==> src/rtl/wb_regfile_if.sv <==
// MEM/WB-to-regfile bus: write-back inputs, ID-stage read ports, forwarding and retire-count outputs.
interface wb_regfile_if #(
    parameter int unsigned DATA_W = 64,
    parameter int unsigned CNT_W  = 32
);
    logic              RegWrite;
    logic              MemtoReg;
    logic [DATA_W-1:0] ReadData;
    logic [DATA_W-1:0] ALU_result;
    logic [4:0]        destination_reg;
    logic [4:0]        rs1;
    logic [4:0]        rs2;
    logic [DATA_W-1:0] ReadData1;
    logic [DATA_W-1:0] ReadData2;
    logic [DATA_W-1:0] WriteData;
    logic [CNT_W-1:0]  wb_count;

    modport master (
        output RegWrite, MemtoReg, ReadData, ALU_result, destination_reg, rs1, rs2,
        input  ReadData1, ReadData2, WriteData, wb_count
    );

    modport slave (
        input  RegWrite, MemtoReg, ReadData, ALU_result, destination_reg, rs1, rs2,
        output ReadData1, ReadData2, WriteData, wb_count
    );
endinterface

==> src/rtl/wb_regfile.sv <==
// Write-back mux, 32 x DATA_W integer register file (x0 hardwired to zero) and retired-write counter.
// Define WB_BYPASS_EN for write-first read ports; default build returns stored contents only.
module wb_regfile #(
    parameter int unsigned DATA_W = 64,
    parameter int unsigned CNT_W  = 32
) (
    input logic          clk,
    input logic          reset,
    wb_regfile_if.slave  bus
);

    logic [DATA_W-1:0] regs [32];
    logic [DATA_W-1:0] write_data;
    logic              wr_en;
    logic [CNT_W-1:0]  wb_count_q;
    logic [DATA_W-1:0] rd1;
    logic [DATA_W-1:0] rd2;

    always_comb begin
        write_data = bus.MemtoReg ? bus.ReadData : bus.ALU_result;
        wr_en      = bus.RegWrite && (bus.destination_reg != 5'd0);
    end

    // Reset dominates any simultaneous write; x0 is never written, so it stays zero.
    always_ff @(posedge clk) begin
        if (reset) begin
            for (int unsigned i = 0; i < 32; i++) begin
                regs[i] <= '0;
            end
            wb_count_q <= '0;
        end else if (wr_en) begin
            regs[bus.destination_reg] <= write_data;
            wb_count_q                <= wb_count_q + CNT_W'(1);
        end
    end

    always_comb begin
        rd1 = (bus.rs1 == 5'd0) ? '0 : regs[bus.rs1];
        rd2 = (bus.rs2 == 5'd0) ? '0 : regs[bus.rs2];
`ifdef WB_BYPASS_EN
        // wr_en already excludes rd=0, so a bypass can never leak into x0 reads.
        if (wr_en && (bus.rs1 == bus.destination_reg)) rd1 = write_data;
        if (wr_en && (bus.rs2 == bus.destination_reg)) rd2 = write_data;
`endif
    end

    always_comb begin
        bus.ReadData1 = rd1;
        bus.ReadData2 = rd2;
        bus.WriteData = write_data;
        bus.wb_count  = wb_count_q;
    end

endmodule

==> src/flat_wrapper.sv <==
// flat-port wrapper written by rule: the top's interface ports become plain ports
module wb_regfile_flat 
#(
    parameter int unsigned DATA_W = 64,
    parameter int unsigned CNT_W  = 32
)
  (clk, reset, bus_RegWrite, bus_MemtoReg, bus_ReadData, bus_ALU_result, bus_destination_reg, bus_rs1, bus_rs2, bus_ReadData1, bus_ReadData2, bus_WriteData, bus_wb_count);
  wb_regfile_if #(.DATA_W(DATA_W), .CNT_W(CNT_W)) bus_i ();
  input logic clk;
  input logic reset;
  input wire logic [$bits(bus_i.RegWrite)-1:0] bus_RegWrite;
  input wire logic [$bits(bus_i.MemtoReg)-1:0] bus_MemtoReg;
  input wire logic [$bits(bus_i.ReadData)-1:0] bus_ReadData;
  input wire logic [$bits(bus_i.ALU_result)-1:0] bus_ALU_result;
  input wire logic [$bits(bus_i.destination_reg)-1:0] bus_destination_reg;
  input wire logic [$bits(bus_i.rs1)-1:0] bus_rs1;
  input wire logic [$bits(bus_i.rs2)-1:0] bus_rs2;
  output wire logic [$bits(bus_i.ReadData1)-1:0] bus_ReadData1;
  output wire logic [$bits(bus_i.ReadData2)-1:0] bus_ReadData2;
  output wire logic [$bits(bus_i.WriteData)-1:0] bus_WriteData;
  output wire logic [$bits(bus_i.wb_count)-1:0] bus_wb_count;
  assign bus_i.RegWrite = bus_RegWrite;
  assign bus_i.MemtoReg = bus_MemtoReg;
  assign bus_i.ReadData = bus_ReadData;
  assign bus_i.ALU_result = bus_ALU_result;
  assign bus_i.destination_reg = bus_destination_reg;
  assign bus_i.rs1 = bus_rs1;
  assign bus_i.rs2 = bus_rs2;
  assign bus_ReadData1 = bus_i.ReadData1;
  assign bus_ReadData2 = bus_i.ReadData2;
  assign bus_WriteData = bus_i.WriteData;
  assign bus_wb_count = bus_i.wb_count;
  wb_regfile #(.DATA_W(DATA_W), .CNT_W(CNT_W)) u_core (.clk(clk), .reset(reset), .bus(bus_i));
endmodule
==> config.mk <==
export PLATFORM = sky130hd
export DESIGN_NAME = wb_regfile_flat
export DESIGN_NICKNAME = d
export VERILOG_FILES = /design/src/rtl/wb_regfile_if.sv /design/src/rtl/wb_regfile.sv /design/src/flat_wrapper.sv
export SDC_FILE = /design/constraint.sdc
export NUM_CORES = 2
export LEC_CHECK = 0
export BUFFER_PORTS_ARGS = -buffer_cell sky130_fd_sc_hd__clkbuf_2
export CELL_PAD_IN_SITES_DETAIL_PLACEMENT = 0
export CELL_PAD_IN_SITES_GLOBAL_PLACEMENT = 1
export CORE_MARGIN = 5
export CORE_UTILIZATION = 53
export DETAILED_ROUTE_END_ITERATION = 10
export HOLD_SLACK_MARGIN = 0.06
export PLACE_DENSITY = 0.8
export SKIP_CTS_REPAIR_TIMING = 1
export SYNTH_ARGS = -nofsm -noshare
export SYNTH_HDL_FRONTEND = slang
export SYNTH_SLANG_ARGS = --single-unit
==> constraint.sdc <==
create_clock -name clk -period 4.8 [get_ports clk]
set_input_delay 0.96 -clock clk [delete_from_list [all_inputs] [get_ports clk]]
set_output_delay 0.96 -clock clk [all_outputs]
set_load 0.01 [all_outputs]
==> summary.md <==
| Metric | Value |
|---|---|
| Layout cells sized above 1 | 29.2% |
| Crit Reg-Reg Endpoint | u_core.bus.wb_count[27] |
| Clock latency on the worst-skew pair | 0.87 ns |
| GRT Total Usage | 38.0% |
| Post-Syn Area | 106000 µm² |
| Worst-path clk slew | 0.06 ns |
| Max-cap violations | 0 |
| Num CTS Buffers | 216 |
| Most used DFF post-synth | edfxtp_1 |
| Die Span X | 457 µm |
| Power per Cell Area | 366 nW/µm² |
| Final nets | 7721 |
| Worst reg-to-reg path cell count | 4 |
| Netlist cell types | 58 |
| Critical-path cell list | buf_8 > buf_12 > and3_1 > a21oi_1 > o2111a_1 > nor4_2 > buf_4 > clkbuf_2 |
| Worst slew pin tran | 1.27 ns |
| Residual DRC | 0 |
| Vias/cell | 7.23 |
| Fill cell count | 14700 |
| Initial DRC count | 13900 |
| CTS max path bufs | 3 |
| Slew Limit Fails | 0 |
| Max stage delay cell, worst path | nor4_2 |
| Global-route wire length before repair | 559000 µm |
| Vias in the first global route | 74000 |
| Antenna violations before repair | 15 |
| Hold Path Origin | u_core.bus.wb_count[31] |
| Final Power | 44.2 mW |
| Area grow syn2layout | 14.0% |
| Hold Path End | u_core.bus.wb_count[31] |
| Worst-path fanout max | 36 |
| Worst Skew | 0.00687 ns |
| Worst endpoint data arrival time | 3.79 ns |
| Hold Crit Depth | 2 |
| H-Tree Depth | 4 |
| CTS tree | done |
| Register area share after synthesis | 58.6% |
| Syn_area_per_cell | 14.5 µm² |
| GP Congestion | 0.884 |
| Hold Crit Class | reg2reg |
| Fraction of registers with async set/reset | 0% |
| Largest net degree at the start of global routing | 81 |
| Num Clock Sinks | 2079 |
| Yosys reg bits | 2079 |
| Leakage power | 44.0 nW |
| Dpl hpwl | 223000 µm |
| RR Startpoint | u_core.bus.wb_count[5] |
| # rows | 164 |
| Final setup fails | 0 |
| Die H | 457 µm |
| Outcome | finished, final reports clean |
| Worst VDD drop | 0.000424 V |
| Relative slew slack | 15.5% |
| Max stage delay on crit path | 0.70 ns |
| TritonRoute pass-1 iters | 7 |
| Crit Path Class | in2out |
| Setup tns final | 0 ns |
| Final wirelength | 402000 µm |
| Fin crit share | 98.9% |
| Crit path required time | 3.84 ns |
| Vias | 75400 |
| Die area | 209000 µm² |
| Tmin final | 4.75 ns |
| Grt ovf | 0 |
| Yosys warning count | 0 |
| Initial Util | 53.2% |
| Hold Vio Cnt, Final | 0 |
| Top Ports | 371 |
| RSZ-0062 raised after global routing | no |
| Critical Path Sink Type | output port |
| Wire per inst | 38.6 µm |
| Core Box Area | 199000 µm² |
| Max Freq | 211 MHz |
| IO buf count | 370 |
| Post-synth EDFFs | 2047 |
| CP startpoint kind | input pin |
| R2R setup slack | 2.43 ns |
| ANT nets after route | 0 |
| Mapped Cells | 7303 |
| Clk root buf | clkbuf_16 |
==> power by group <==
group          leakage (nW)  internal, mW  switching, mW  total [mW]
Sequential             19.7          20.9          0.514        21.4
Combinational          20.9          2.50           3.59        6.09
Clock                  3.37          9.34           7.35        16.7
Total                  44.0          32.8           11.5        44.2
==> worst max-delay path: cells and delay by family <==
family | cells | cell delay (ns)
buffers and inverters | 4 | 1.25
and+or+nand+nor | 2 | 1.12
AOI/OAI and AO/OA | 2 | 0.37
==> cells by family (layout without fill, tap and decap cells) <==
logic type / count (synthesis) / after routing / share of synthesized area (%)
xor gates and xnor gates: 3 / 3 / 0.0248
muxes: 1487 / 1487 / 25.7
other: 1 / 76 / 0.00354
adders and majority gates: 1 / 1 / 0.0118
and+or+nand+nor: 2448 / 2448 / 9.36
AOI/OAI and AO/OA: 414 / 414 / 2.69
DFF: 2079 / 2079 / 58.6
buffers and inverters: 870 / 1263 / 3.57
==> per-layer routing <==
metal	up-vias	part of all wire [%]	track usage, %	wire length, µm
met3	1589	16	12.7	65700
met1	37900	32	49.3	130000
li1	28400	-	-	-
met5	-	0.026	0	103
met4	14	7.1	21.6	28500
met2	7428	44	56.6	179000
==> metrics by stage <==
step	instances	utilization [%]	setup WS (ns)	hold WS, ns	cell area (µm²)
final	10400	60.6	0.0528	0.486	121000
after global routing	10400	60.6	0.129	0.504	121000
after CTS	10400	60.5	-0.161	0.449	121000
after detailed placement	10000	57.1	-0.157	0.477	114000
after global placement	10000	57.1	-0.523	0.461	114000
after floorplan	7365	-	0.981	0.496	106000
==> flip-flops by register name (all words and copies together), names as in the netlist <==
signal	count
u_core.bus.wb_count	32
u_core.regs	2047
==> worst max path at each step <==
stage / startpoint / depth (start not counted) / end
global route: bus_rs2[0] / 9 / bus_ReadData2[45]
CTS: bus_rs2[0] / 9 / bus_ReadData2[45]
finish: bus_rs2[0] / 8 / bus_ReadData2[18]
floorplan: bus_destination_reg[1] / 5 / u_core.regs[28][0]
detailed placement: bus_rs2[0] / 9 / bus_ReadData2[45]
global placement: bus_rs2[0] / 8 / bus_ReadData2[59]
==> Yosys cell counts (3+ instances only) <==
| cell | instances | area [µm²] |
|---|---|---|
| a211o_1 | 7 | 61.3 |
| a211oi_1 | 9 | 67.6 |
| a21o_1 | 44 | 330 |
| a21oi_1 | 42 | 210 |
| a221o_1 | 6 | 60.1 |
| a221oi_1 | 11 | 96.3 |
| a22o_1 | 10 | 87.6 |
| a22oi_1 | 54 | 405 |
| a31o_2 | 5 | 43.8 |
| a32o_1 | 4 | 40.0 |
| and2_1 | 5 | 31.3 |
| and3_1 | 5 | 31.3 |
| and4_1 | 6 | 52.6 |
| buf_1 | 58 | 218 |
| buf_2 | 175 | 876 |
| buf_4 | 54 | 405 |
| buf_6 | 12 | 135 |
| clkbuf_1 | 497 | 1870 |
| dfxtp_1 | 32 | 641 |
| edfxtp_1 | 2047 | 61500 |
| inv_1 | 73 | 274 |
| mux2_2 | 41 | 462 |
| mux2i_1 | 465 | 4650 |
| mux4_2 | 981 | 22100 |
| nand2_1 | 116 | 435 |
| nand2b_1 | 43 | 269 |
| nand3_1 | 104 | 521 |
| nand4_1 | 6 | 37.5 |
| nor2_1 | 2009 | 7540 |
| nor2b_1 | 23 | 144 |
| nor3_1 | 16 | 80.1 |
| nor3b_1 | 3 | 22.5 |
| nor4_1 | 15 | 93.8 |
| o2111a_1 | 7 | 78.8 |
| o2111ai_1 | 3 | 26.3 |
| o21ai_0 | 19 | 95.1 |
| o22ai_1 | 171 | 1070 |
| o31ai_1 | 16 | 120 |
| or2_1 | 45 | 282 |
| or2_2 | 3 | 18.8 |
| or3_1 | 25 | 156 |
| or4_1 | 16 | 120 |
==> layout make-up <==
class / count / area (µm²) / share of cell area [%]
Sequential cell: 2079 / 62100 / 51.5
Multi-Input combinational cell: 4416 / 41400 / 34.3
Timing Repair Buffer: 786 / 6600 / 5.47
Clock buffer: 260 / 5610 / 4.65
Tap cell: 2656 / 3320 / 2.75
Clock inverter: 143 / 1290 / 1.07
Inverter: 74 / 278 / 0.230
Antenna cell: 13 / 32.5 / 0.0270
==> layout by cell type, fill, tap and decap left out, drive strengths merged, types with 19 or more instances in the layout <==
cell and instances:
or2 49, o22ai 171, mux2i 465, bufinv 19, a21oi 42, clkinv 111
nor2b 23, dfxtp 32, nand3 104, or3 25, mux2 41, nor2 2009
edfxtp 2047, nand2b 43, o21ai 19, clkbuf 621, a22oi 54, conb 63
nand2 116, inv 81, mux4 981, a21o 44, buf 425
Power figures use the tool's default switching activity.
